--- src/rtl/spec_readout.sv ---
// spec_readout: streams accumulated power spectra from DPRAM port B to a valid/ready sink
// Ports:
//   clk, rst      clock, synchronous active-high reset
//   start         one-cycle pulse that begins a readout (ignored while busy)
//   num_bins      number of range bins to read, clamped to 2^BIN_W (0 = none)
//   rd_addr       DPRAM port-B address {bin, idx}
//   rd_en         DPRAM port-B read enable
//   rd_data       DPRAM data, valid RD_LAT cycles after rd_en
//   out_data      output word (FIFO head)
//   out_valid     output word valid
//   out_ready     downstream accept
//   out_bin_last  last word of a range bin
//   out_last      last word of the whole readout
//   busy          high from accepted start until done
//   done          one-cycle pulse after the final word is accepted
// Optional: define SPEC_RD_HEADER_EN to prefix each bin with a header word {16'hA5A5, bin}.
module spec_readout #(
   parameter int DATA_W     = 32,
   parameter int IDX_W      = 10,
   parameter int BIN_W      = 4,
   parameter int RD_LAT     = 2,
   parameter int FIFO_DEPTH = 4
) (
   input  logic                   clk,
   input  logic                   rst,
   input  logic                   start,
   input  logic [BIN_W:0]         num_bins,
   output logic [BIN_W+IDX_W-1:0] rd_addr,
   output logic                   rd_en,
   input  logic [DATA_W-1:0]      rd_data,
   output logic [DATA_W-1:0]      out_data,
   output logic                   out_valid,
   input  logic                   out_ready,
   output logic                   out_bin_last,
   output logic                   out_last,
   output logic                   busy,
   output logic                   done
);
`ifdef SPEC_RD_HEADER_EN
   localparam bit HDR = 1'b1;
`else
   localparam bit HDR = 1'b0;
`endif
   localparam int PW = FIFO_DEPTH > 1 ? $clog2(FIFO_DEPTH) : 1;
   localparam int CW = $clog2(FIFO_DEPTH + 1) + 1;
   typedef enum logic [1:0] {IDLE, ISSUE, DRAIN, FINISH} state_t;
   typedef struct packed {
      logic             v;
      logic             hdr;
      logic             bin_last;
      logic             last;
      logic [BIN_W-1:0] bin;
   } tag_t;
   typedef struct packed {
      logic [DATA_W-1:0] data;
      logic              bin_last;
      logic              last;
   } entry_t;
   state_t        state, state_nx;
   logic [BIN_W:0] nb, nb_in;
   logic [BIN_W-1:0] bin;
   logic [IDX_W-1:0] idx;
   logic          hdr_pend, done_z;
   tag_t          pipe [RD_LAT];
   entry_t        fifo [FIFO_DEPTH];
   entry_t        push_e;
   logic [PW-1:0] wp, rp;
   logic [CW-1:0] cnt, infl;
   logic          credit, issue, hdr_issue, push, pop, last_addr;
   // any request above 2^BIN_W has the top bit set, so it collapses to exactly 2^BIN_W
   assign nb_in = num_bins[BIN_W] ? {1'b1, {BIN_W{1'b0}}} : num_bins;
   always_comb begin
      infl = '0;
      for (int i = 0; i < RD_LAT; i++) infl = infl + CW'(pipe[i].v);
   end
   // occupancy counts words already queued plus those still in the read pipeline
   assign credit    = (cnt + infl) < CW'(FIFO_DEPTH);
   assign hdr_issue = state == ISSUE && credit && hdr_pend;
   assign issue     = state == ISSUE && credit && !hdr_pend;
   assign last_addr = {1'b0, bin} == nb - 1'b1 && &idx;
   assign rd_en     = issue;
   assign rd_addr   = {bin, idx};
   assign push      = pipe[RD_LAT-1].v;
   assign pop       = out_valid && out_ready;
   assign push_e    = '{data: pipe[RD_LAT-1].hdr ? DATA_W'({16'hA5A5, 16'(pipe[RD_LAT-1].bin)}) : rd_data,
                        bin_last: pipe[RD_LAT-1].bin_last, last: pipe[RD_LAT-1].last};
   assign out_valid    = cnt != '0;
   assign out_data     = out_valid ? fifo[rp].data : '0;
   assign out_bin_last = out_valid && fifo[rp].bin_last;
   assign out_last     = out_valid && fifo[rp].last;
   assign busy         = state != IDLE;
   assign done         = state == FINISH || done_z;
   always_comb begin
      state_nx = state;
      case (state)
         IDLE:    state_nx = start && nb_in != '0 ? ISSUE : IDLE;
         ISSUE:   state_nx = issue && last_addr ? DRAIN : ISSUE;
         // leave as soon as the final word is being accepted so done follows it by one cycle
         DRAIN:   state_nx = infl == '0 && (cnt == '0 || (cnt == CW'(1) && pop)) ? FINISH : DRAIN;
         default: state_nx = IDLE;
      endcase
   end
   always_ff @(posedge clk) begin
      if (rst) begin
         state    <= IDLE;
         nb       <= '0;
         bin      <= '0;
         idx      <= '0;
         hdr_pend <= 1'b0;
         done_z   <= 1'b0;
         wp       <= '0;
         rp       <= '0;
         cnt      <= '0;
         for (int i = 0; i < RD_LAT; i++) pipe[i] <= '0;
         for (int i = 0; i < FIFO_DEPTH; i++) fifo[i] <= '0;
      end else begin
         state  <= state_nx;
         done_z <= state == IDLE && start && nb_in == '0;
         if (state == IDLE && start) begin
            nb       <= nb_in;
            bin      <= '0;
            idx      <= '0;
            hdr_pend <= HDR;
         end
         if (issue) begin
            idx <= idx + 1'b1;
            if (&idx) begin
               bin      <= bin + 1'b1;
               hdr_pend <= HDR;
            end
         end
         if (hdr_issue) hdr_pend <= 1'b0;
         pipe[0] <= '{v: issue || hdr_issue, hdr: hdr_issue, bin_last: issue && &idx,
                      last: issue && last_addr, bin: bin};
         for (int i = 1; i < RD_LAT; i++) pipe[i] <= pipe[i-1];
         if (push) begin
            fifo[wp] <= push_e;
            wp       <= wp == PW'(FIFO_DEPTH - 1) ? '0 : wp + 1'b1;
         end
         if (pop) rp <= rp == PW'(FIFO_DEPTH - 1) ? '0 : rp + 1'b1;
         cnt <= cnt + CW'(push) - CW'(pop);
      end
   end
endmodule

--- config.mk ---
export PLATFORM = sky130hd
export DESIGN_NAME = spec_readout
export DESIGN_NICKNAME = d
export VERILOG_FILES = /design/src/rtl/spec_readout.sv
export SDC_FILE = /design/constraint.sdc
export NUM_CORES = 1
export LEC_CHECK = 0
export CAP_MARGIN = 10
export CORE_ASPECT_RATIO = 0.8
export CORE_MARGIN = 3
export CORE_UTILIZATION = 55
export CTS_CLUSTER_SIZE = 14
export DETAILED_ROUTE_END_ITERATION = 7
export GPL_TIMING_DRIVEN = 0
export PLACE_DENSITY = 0.78
export SETUP_SLACK_MARGIN = 0.5
export SLEW_MARGIN = 20
export SYNTH_ARGS = -nofsm -noshare
export SYNTH_HDL_FRONTEND = slang
export SYNTH_SLANG_ARGS = --single-unit
--- constraint.sdc ---
create_clock -name clk -period 4.93 [get_ports clk]
set_clock_uncertainty 0.1 [all_clocks]
set_input_delay 0.493 -clock clk [delete_from_list [all_inputs] [get_ports clk]]
set_output_delay 0.493 -clock clk [all_outputs]
set_load 0.005 [all_outputs]
# After elaboration in Yosys (flattened, before gate mapping)
# Memories as Yosys holds them, arrays and structs flattened. A register that Yosys moved wholly into a read port is not among the register bits.
# Index checks and enable logic that the tools add are counted.
# op_classes
add_sub_neg	9
order_cmp	1
n_eq_ne	7
mux	30
n_bitwise	2
reduce_logical	29
# op_table
cell	n
2-to-1 mux 32 bit	2
2-to-1 mux 34 bit	1
OR reduction 34 bit	1
2-to-1 mux 10 bit	2
2-to-1 mux 8 bit	2
logical AND 1 bit	14
2-to-1 mux 1 bit	12
2-to-1 mux 2 bit	6
2-to-1 mux 4 bit	3
adder 10 x 1 -> 10 bit (second input constant)	1
AND reduction 10 bit	1
== test 2 bit (second input constant)	4
logical NOT 4 bit	2
one-hot mux 2 bit (3 select lines)	1
== test 4 x 5 -> 1 bit	1
logical NOT 5 bit	1
2-to-1 mux 5 bit	1
nonzero test 5 bit	1
subtractor 5 x 1 -> 5 bit (second input constant)	1
adder 2 x 1 -> 2 bit (second input constant)	2
adder 4 x 1 -> 4 bit	1
adder 4 x 1 -> 4 bit (second input constant)	1
adder 4 x 2 -> 4 bit	1
== test 4 x 1 -> 1 bit (second input constant)	1
other kinds (11)	15
# totals
reg_bits	31
mem_bits_rw	152
in_bits	41
out_inout_bits	52
wordCells	89
mem_count	2
# mem_list
name	depth	width	rd	rd_ports_with_merged_regs	write_ports	line_no	source
fifo	4	34	1	1	4	65	entry_t fifo [FIFO_DEPTH];
pipe	2	8	2	0	2	64	tag_t pipe [RD_LAT];

# Depth between registers and ports, before layout
# Gate-level depths: netlist (run 1).
# An unclocked memory read counts as a cell.
# depth
depth_word	9
depth_mapped	13
depth_no_buf	12

# Worst setup path before layout (run 1)
# OpenSTA, ideal clock, no wires.
# synth_timing
path_type	input to register
from	input rst
to	memory fifo[0][0] (netlist name) (enable)
setup_ns	0.396
t_arrival_ns	2.131
required_time_ns	4.434
setup_slack_ns	2.303
cell_stages	5
path_buffers	2
cell_sequence	clkbuf_1 nand2b_1 or3_1 clkbuf_1 nand2b_1
# synth_lines
item	line_no	source
from (decl)	25	input logic rst,
to (decl)	65	

# Worst setup path in the final report (run 1)
# layout_timing
from	register cnt[2]
to	output out_data[24]
# layout_between
elab_chain_len	2
# layout_lines
item	line_no	source
from (decl)	68	logic [CW-1:0] cnt, infl;
from (signal assigned)	141	cnt <= cnt + CW'(push) - CW'(pop);
nonzero test 4 bit	87	assign out_valid = cnt != '0;
2-to-1 mux 32 bit	88	assign out_data = out_valid ? fifo[rp].data : '0;
to (decl)	31	output logic [DATA_W-1:0] out_data,
# No other way between the ends.

==> run metrics, run 1 <==
initial antenna violation count=0; Hold-fix buffers, CTS=0; Post-synth EDFFs=136; PortBufs=91; worst slew pin tran=approximately 1.1 ns; Setup CP Type=flip-flop to primary output; crit-path leading delay family=buffers and inverters; Critical Path AT=around 2.8 ns; switching share of power=between 20% and 30%; most frequent cells in the layout=nor2_1 (144), edfxtp_1 (136), clkdlybuf4s50_1 (91), dfxtp_1 (49), inv_1 (43); drt drc=0; status=finished clean; maxcap violations=0; YS warnings=0; RSZ-0062 raised after global routing=false; Internal Power=approximately 0.003 W; IO Pins=93; die area=around 16000 um2; vias in the first global route=~5600; Antenna Cells=0; Clock power frac=31.3%; worst path buffer plus inverter count=4; worst-skew pair later-pin latency=about 0.42 ns; Final nets=831; GRT Residual Overflow=0; sequential share of the synthesized area=62.2%; share of layout cells above drive strength 1=10.9%; Routed Antenna Nets=0; Final TNS setup=0 ns; first-pass GRT wire length=~29 mm; Final Hold Fails=0; slowest CP cell=clkdlybuf4s50_1; largest net degree at the start of global routing=35; Mapped Area=a little over 8000 um2; Num CTS Buffers=17; final setup violation count=0; asr flop ratio synth=0%; PostCTS Resize Cnt=0; Max clock buf depth=2; GP Congestion=approximately 0.8; max-slew violation total from the final report=0; routed wire length=18.2 mm; highest clock rate=around 290 MHz; Area Growth Syn to Fin=21.6%; Vias/cell=between 5 and 6; starting density of the core=a little under three fifths; share of the synthesized area in the top cell type=between 50% and 60%; fill cell count=980; clock root buffer=clkbuf_16; dpl hpwl=11.8 mm; Most common cell on crit path=clkbuf_1; syn avg cell area=~12 um2; Row Count=39; CP required=4.34 ns; gr usage total=a little under a quarter; DR pass1 iterations=5; worst min path class=flip-flop to flip-flop; startpoint types=flip-flop; Worst path max stage delay=a little over 0.5 ns; fraction of the cycle the final worst path needs=between 60 and 70%; wire per inst=roughly 19 um; post-synth cell types=47; Cell Chain, Critical Path=inv_1 > ha_1 > or3b_2 > clkbuf_1 > clkbuf_1 > and2_1 > clkdlybuf4s50_1; synth top area cells=edfxtp_1 (50%), dfxtp_1 (12%), mux4_2 (9.4%); Critical Path Sink Type=primary output; clock sink total=between 150 and 200; vias=around 5500; overall die height=~110 um; P_leak=3.70 nW; CTS tree=yes; most common cell after layout, fill and taps aside=nor2_1; Die Wd=around 140 um; syn_nets=~700; prevailing post-synth register cell=edfxtp_1; Pwr per Cell Area=slightly above 400 nW/um2; minimum clock period=between 3 and 4 ns; initial DRC count=about 430; Worst-path clk slew=roughly 0.060 ns; relative slew slack=28.1%; Yosys reg bits=185; core area=between 10000 and 15000 um2; combinational power share=approximately a quarter; Max FO, Critical Path=10; Reg power frac=~44%; Worst VDD drop=roughly 0.00028 V; H-tree depth=4; synthesized instance count=between 600 and 700; area leader, netlist=edfxtp_1; post-CTS setup buffer count=0; P_sw=0.00105 W; total power=a little over 0.004 W
==> cell type report <==
cell class	count	area [um2]	share of cell area (%)
Timing Repair Buffer	94	978	9.88
Inverter	43	161	1.63
Clock inverter	13	110	1.11
Sequential cell	185	5060	51.2
Multi-Input combinational cell	399	2780	28.1
Tap cell	184	230	2.33
Buffer	36	145	1.47
Clock buffer	19	433	4.37
==> registers in the layout (all words and copies together) (netlist names), named ones only <==
register	cells
cnt	4
bin	4
done_z	1
pipe	16
hdr_pend	1
fifo	136
idx	10
nb	5
wp	2
rp	2
state	2
==> stage by stage <==
stage          cell area (um2)  instances  setup slack (ns)  utilization (%)  hold slack (ns)
5_1_grt                   9900        973              1.33             68.8            0.360
6_report                  9900        973              1.51             68.8            0.336
3_3_place_gp              9280        938              1.39             64.5            0.320
2_1_floorplan             8140        663              2.30                -            0.314
3_5_place_dp              9360        941              1.99             65.0            0.326
4_1_cts                   9900        973              1.47             68.8            0.341
==> per-layer routing <==
| metal | vias up | GRT usage, % | wire (um) |
|---|---|---|---|
| met5 | - | 0 | 0 |
| met2 | 219 | 38.5 | 9070 |
| met1 | 2719 | 30.1 | 7440 |
| met4 | 0 | 8.82 | 337 |
| met3 | 29 | 5.24 | 1320 |
| li1 | 2529 | - | - |
==> power groups by stage <==
stage	clock [W]	combinational, W	sequential [W]
finish	0.00128	0.00102	0.00178
global route	0.00135	0.00112	0.00179
CTS	0.00129	0.00104	0.00178
detailed placement	0	0.00103	0.00182
global placement	0	0.000998	0.00181
floorplan	0	0.000565	0.00180
==> final timing paths <==
kind | startpoint | slack (ns) | cells past startpoint | end
max | cnt[2] | 1.51 | 7 | out_data[24]
min | pipe[0][0] | 0.34 | 1 | pipe[0][8]
max reg2reg | cnt[2] | 2.02 | 13 | cnt[2]
min reg2reg | pipe[0][0] | 0.34 | 1 | pipe[0][8]
==> worst reg2reg max path, delay by kind of cell (launching register included) <==
kind / cells / cell delay (ns)
adder cells (fa/ha/maj): 4 / 0.95
AND/OR/NAND/NOR: 3 / 0.73
buffers and inverters: 5 / 0.53
flip-flops: 1 / 0.32
XOR/XNOR: 1 / 0.13
==> cell usage after synthesis (3+ instances only) <==
master,n
a21oi_1,12
a31oi_1,6
and2_1,36
buf_1,3
buf_2,5
clkbuf_1,27
dfxtp_1,49
edfxtp_1,136
ha_1,13
inv_1,43
mux2_2,6
mux2i_1,4
mux4_2,34
nand2_1,41
nand2b_1,9
nand3_1,10
nand3b_1,10
nor2_1,144
nor2b_1,12
nor3_1,12
nor3b_1,3
o21ai_0,11
xnor2_1,5
xor2_1,5
==> cells by family (layout without fill, tap and decap cells) <==
group | after synthesis | in the layout | synth area share, %
multiplexers | 44 | 44 | 10.7
XOR/XNOR | 10 | 10 | 1.08
AND/OR/NAND/NOR | 294 | 294 | 17.3
AO/OA/AOI/OAI | 37 | 37 | 2.72
flip-flops | 185 | 185 | 62.2
buffers and inverters | 79 | 205 | 3.77
adder cells (fa/ha/maj) | 14 | 14 | 2.24
No activity file was read; power rests on OpenSTA's default activity.
==> run 2: changes to the inputs <==
==> constraint.sdc (replaced) <==
create_clock -name clk -period 3.4 [get_ports clk]
set_clock_uncertainty 0.1 [all_clocks]
set_input_delay 0.34 -clock clk [delete_from_list [all_inputs] [get_ports clk]]
set_output_delay 0.34 -clock clk [all_outputs]
set_load 0.005 [all_outputs]
==> run metrics, run 2 (synthesis results as in run 1) <==
status=finished clean; Die Wd=142 um (unchanged); most frequent cells in the layout=nor2_1 (144), edfxtp_1 (136), clkdlybuf4s50_1 (89), dfxtp_1 (48); DR pass1 iterations=5 (unchanged); GP Congestion=0.821 (unchanged); Num CTS Buffers=17 (unchanged); Internal Power=0.00451 W (+49%); initial antenna violation count=0 (unchanged); final setup violation count=0 (unchanged); starting density of the core=56.6% (unchanged); Cell Chain, Critical Path=clkbuf_4 > buf_8 > mux4_2 > and2_1 > clkdlybuf4s50_1; GRT Residual Overflow=0 (unchanged); Pwr per Cell Area=603 nW/um2 (+46%); overall die height=115 um (unchanged); CTS tree=yes; Max clock buf depth=2 (unchanged); Hold Startpoint=pipe[0][0]; PortBufs=91 (unchanged); clock root buffer=clkbuf_16; IO Pins=93 (unchanged); max reg flops=136 (unchanged); clock sink total=185 (unchanged); Max FO, Critical Path=10 (unchanged); relative slew slack=28.1% (-0.034 points); most common cell after layout, fill and taps aside=nor2_1; Row Count=39 (unchanged); vias=5522 (+0.47%); combinational power share=26.7% (+1.7 points); die area=16300 um2 (unchanged); gr usage total=23.3% (+0.16 points); Setup CP Type=flip-flop to primary output; initial DRC count=453 (+5.1%); drt drc=0 (unchanged); core area=14400 um2 (unchanged); fraction of the cycle the final worst path needs=slightly above 80%; launching point of the worst reg2reg path=cnt[2]; post-place setup slack=0.527 ns (-1.46 ns); H-tree depth=4 (unchanged); worst min path class=flip-flop to flip-flop; worst slew pin tran=1.08 ns (+0.000505 ns); setup ws final=0.604 ns (-0.910 ns); Routed Antenna Nets=0 (unchanged); Final TNS setup=0 ns (unchanged); RSZ-0062 raised after global routing=false; routed wire length=18.3 mm (+0.47%); Final Hold Fails=0 (unchanged); highest clock rate=between 300 and 400 MHz; maxcap violations=0 (unchanged); Critical Path AT=2.36 ns (-0.46 ns); largest net degree at the start of global routing=35 (unchanged); dpl hpwl=11.8 mm (unchanged); Area Growth Syn to Fin=23.1%; P_sw=0.00153 W (+47%); Final nets=836 (+0.60%); Worst path max stage delay=0.57 ns (+0.06 ns); Clock power frac=30.5% (-0.8 points); vias in the first global route=5625 (+0.12%); wire per inst=18.7 um (about the same); Vias/cell=5.65 (about the same); worst-skew pair later-pin latency=0.42 ns (about the same); biggest regs=fifo (136), pipe (16), idx (10); Reg power frac=42.8% (-0.9 points); max-slew violation total from the final report=0 (unchanged); Antenna Cells=0 (unchanged); P_leak=3.79 nW (+2.6%); switching share of power=25.4% (-0.26 points); Worst-path clk slew=0.06 ns (about the same); post-layout util=69.6% (+0.86 points); minimum clock period=around 2.8 ns; Worst VDD drop=0.000404 V (+45%); first-pass GRT wire length=28.8 mm (+0.70%); slowest CP cell=mux4_2; startpoint types=flip-flop; Biggest register=fifo; CP required=2.96 ns (-1.38 ns); share of layout cells above drive strength 1=12.8% (+1.9 points); Critical Path Sink Type=primary output
run 2: cell count changes in the layout (fill, tap and decap cells not counted), moves of 2 or more:
cell / previous run / this run
clkbuf_1: 29 / 23
buf_4: 1 / 6
clkbuf_4: 0 / 4
buf_2: 5 / 2
buf_1: 3 / 1
buf_6: 0 / 2
buf_8: 0 / 2
clkbuf_8: 0 / 2
clkdlybuf4s50_1: 91 / 89
dlymetal6s2s_1: 0 / 2
inv_1: 43 / 41
run 2: area by class of cell:
type | instances | area [um2]
Buffer | 36 | 215
Clock buffer | 19 | 433
Clock inverter | 13 | 110
Fill cell | 962 | 4370
Inverter | 43 | 164
Multi-Input combinational cell | 399 | 2780
Sequential cell | 185 | 5070
Tap cell | 184 | 230
Timing Repair Buffer | 99 | 1020
run 2: power groups by stage:
stage                     Combinational, W  Clock [W]  Sequential (W)
after floorplan                   0.000819          0         0.00262
final                              0.00161    0.00184         0.00259
after global placement             0.00145          0         0.00263
after CTS                          0.00158    0.00186         0.00259
after global routing               0.00175    0.00195         0.00260
after detailed placement           0.00149          0         0.00263
run 2: routing by layer:
layer  wire (um)  vias to the layer above  GRT usage [%]  part of all wire (%)
met1        7340                     2731           30.4                    40
met3        1350                       23           5.24                   7.4
met4         297                        0           8.82                   1.6
met5           0                        -              0                     0
li1            -                     2542              -                     -
met2        9270                      226           38.7                    51
run 2: worst paths after layout:
check        cells after the start  slack [ns]            to
min                              1        0.34    pipe[0][8]
max                              5        0.60  out_data[11]
min reg2reg                      1        0.34    pipe[0][8]
max reg2reg                     13        0.76        cnt[2]
run 2: repair_timing:
item | 4_1_cts | 5_1_grt
endpoints found under the setup margin | 33 | 31
pin swaps | 2 | 2
buffers inserted | 2 | 3
gates resized for setup | 22 | 15
hold buffers | 0 | 0
run 2: critical path, delay by kind of cell, from the launching register on:
family                 cells  cell delay, ns
flip-flops                 1            0.31
buffers and inverters      3            0.85
AND/OR/NAND/NOR            1            0.19
multiplexers               1            0.57
run 2: metrics by stage:
step / power, W / instances / hold WS, ns / cell area (um2)
floorplan: 0.00344 / 663 / 0.314 / 8140
global placement: 0.00407 / 938 / 0.320 / 9280
detailed placement: 0.00412 / 941 / 0.326 / 9360
CTS: 0.00603 / 975 / 0.341 / 9970
global route: 0.00631 / 978 / 0.360 / 10000
finish: 0.00604 / 978 / 0.336 / 10000
==> run 3: changes to the inputs <==
--- a/config.mk
+++ b/config.mk
@@ -8,11 +8,11 @@
 export CAP_MARGIN = 10
 export CORE_ASPECT_RATIO = 0.8
 export CORE_MARGIN = 3
-export CORE_UTILIZATION = 55
+export CORE_UTILIZATION = 51
 export CTS_CLUSTER_SIZE = 14
 export DETAILED_ROUTE_END_ITERATION = 7
 export GPL_TIMING_DRIVEN = 0
-export PLACE_DENSITY = 0.78
+export PLACE_DENSITY = 0.76
 export SETUP_SLACK_MARGIN = 0.5
 export SLEW_MARGIN = 20
 export SYNTH_ARGS = -nofsm -noshare
==> constraint.sdc (replaced) <==
create_clock -name clk -period 2.5 [get_ports clk]
set_clock_uncertainty 0.1 [all_clocks]
set_input_delay 0.25 -clock clk [delete_from_list [all_inputs] [get_ports clk]]
set_output_delay 0.25 -clock clk [all_outputs]
set_load 0.005 [all_outputs]
==> run metrics, run 3 (synthesis results as in run 1) <==
worst-skew pair later-pin latency=0.42 ns (about the same); CTS tree=yes; IO Pins=93 (unchanged); most common cell after layout, fill and taps aside=nor2_1; Final Hold Fails=0 (unchanged); core area=15300 um2 (+6.4%); maxcap violations=0 (unchanged); initial DRC count=418 (-7.7%); vias in the first global route=5903 (+4.9%); wire per inst=19.1 um (+2.2%); die area=17500 um2 (+7.5%); share of layout cells above drive strength 1=25.2% (+12 points); final setup violation count=0 (unchanged); minimum clock period=around 2.5 ns; CP required=2.69 ns (-0.27 ns); clock root buffer=clkbuf_16; worst min path class=primary input to flip-flop; P_leak=4.21 nW (+11%); Critical Path AT=2.65 ns (+0.29 ns); status=finished clean; overall die height=119 um (+3.6%); max-slew violation total from the final report=0 (unchanged); first-pass GRT wire length=30.4 mm (+5.7%); Setup CP Type=flip-flop to flip-flop; startpoint types=flip-flop; fill cell count=1021 (+6.1%); most frequent cells in the layout=nor2_1 (143), edfxtp_1 (136), clkdlybuf4s50_1 (55), dfxtp_1 (43), nand2_1 (39); Cell Chain, Critical Path=inv_2 > ha_4 > or3b_4 > clkbuf_16 > buf_6 > nand2_4 > inv_4 > ha_4 > inv_2 > ha_4 > inv_2 > fa_2 > nor2_1; relative slew slack=49.1% (+21 points); drt drc=0 (unchanged); RSZ-0062 raised after global routing=true; routed wire length=19.7 mm (+8.1%); Final nets=867 (+3.7%); Max clock buf depth=2 (unchanged); Biggest register=fifo; Antenna Cells=0 (unchanged); Routed Antenna Nets=0 (unchanged); Die Wd=147 um (+3.7%); slowest CP cell=fa_2; GRT Residual Overflow=0 (unchanged); Num CTS Buffers=17 (unchanged); biggest regs=fifo (136), pipe (16), idx (10); Worst VDD drop=0.000579 V (+43%); fraction of the cycle the final worst path needs=98.6%; dpl hpwl=11.6 mm (-2.2%); worst slew pin tran=0.763 ns (-0.316 ns); post-layout util=70.1% (+0.48 points); DR pass1 iterations=5 (unchanged); gr usage total=22.4% (-0.94 points); Placed Cells=964 (+2.4%); Row Count=40 (+2.6%); H-tree depth=4 (unchanged); vias=5731 (+3.8%); initial antenna violation count=0 (unchanged); Max FO, Critical Path=2 (-8); GP Congestion=0.805 (-1.9%); clock sink total=185 (unchanged); highest clock rate=406 MHz; Pwr per Cell Area=866 nW/um2 (+44%); Vias/cell=5.54 (-1.9%); max reg flops=136 (unchanged); largest net degree at the start of global routing=35 (unchanged); starting density of the core=53.2% (-3.4 points); Critical Path Sink Type=flip-flop; Worst path max stage delay=0.50 ns (-0.07 ns); Area Growth Syn to Fin=31.9%; Worst-path clk slew=0.06 ns (about the same); Hold-fix buffers, CTS=0 (unchanged); PortBufs=91 (unchanged); post-route insts no fill=1035 (+5.8%)
run 3: critical path, delay by kind of cell, from the launching register on:
kind	cells	cell delay [ns]
flops	1	0.33
simple gates	3	0.50
fa+ha+maj	4	0.94
buf+inv	6	0.47
run 3: worst paths after layout:
kind / startpoint / end / slack (ns) / cells after the start
setup / recovery: cnt[2] / cnt[1] / 0.04 / 13
setup reg to reg: cnt[2] / cnt[1] / 0.04 / 13
hold reg to reg: pipe[0][3] / pipe[0][11] / 0.34 / 1
hold / removal: rst / idx[4] / 0.28 / 3
run 3: timing repair:
item / CTS / global route
setup buffers: 24 / 7
gates cloned: 5 / 3
pin swaps: 11 / 6
gates resized for setup: 137 / 68
hold endpoints to repair: 0 / 0
setup endpoints to repair: 248 / 272
run 3: final cells by class:
cell class / instances / area, um2 / area share (%)
sequential: 185 / 5070 / 47.3
clock buffer: 17 / 425 / 3.96
tap: 210 / 263 / 2.45
multi-input combinational: 402 / 3010 / 28.0
buffer: 36 / 317 / 2.95
inverter: 43 / 166 / 1.55
timing repair buffer: 127 / 1290 / 12.0
clock inverter: 15 / 200 / 1.86
run 3: power by group:
| part | internal [W] | switching, W |
|---|---|---|
| registers | 0.00344 | 0.0000917 |
| clock network | 0.00168 | 0.00115 |
| logic | 0.00176 | 0.00118 |
| total | 0.00688 | 0.00242 |
run 3: per-stage QoR:
stage | setup WS, ns | TNS, ns | power (W) | instance area (um2) | hold slack (ns)
after floorplan | 0.243 | 0 | 0.00478 | 8220 | 0.227
after global placement | -0.170 | -1.02 | 0.00567 | 9400 | 0.320
after detailed placement | -0.207 | -1.05 | 0.00572 | 9400 | 0.322
after CTS | 0.0152 | 0 | 0.00911 | 10600 | 0.277
after global routing | -0.0746 | -0.188 | 0.00963 | 10700 | 0.356
final | 0.0356 | 0 | 0.00930 | 10700 | 0.285
run 3: metal layers:
metal	track usage, %	routed length (um)
met3	4.64	1580
met1	29.8	8250
met4	7.74	382
met2	36.9	9520
met5	0	0
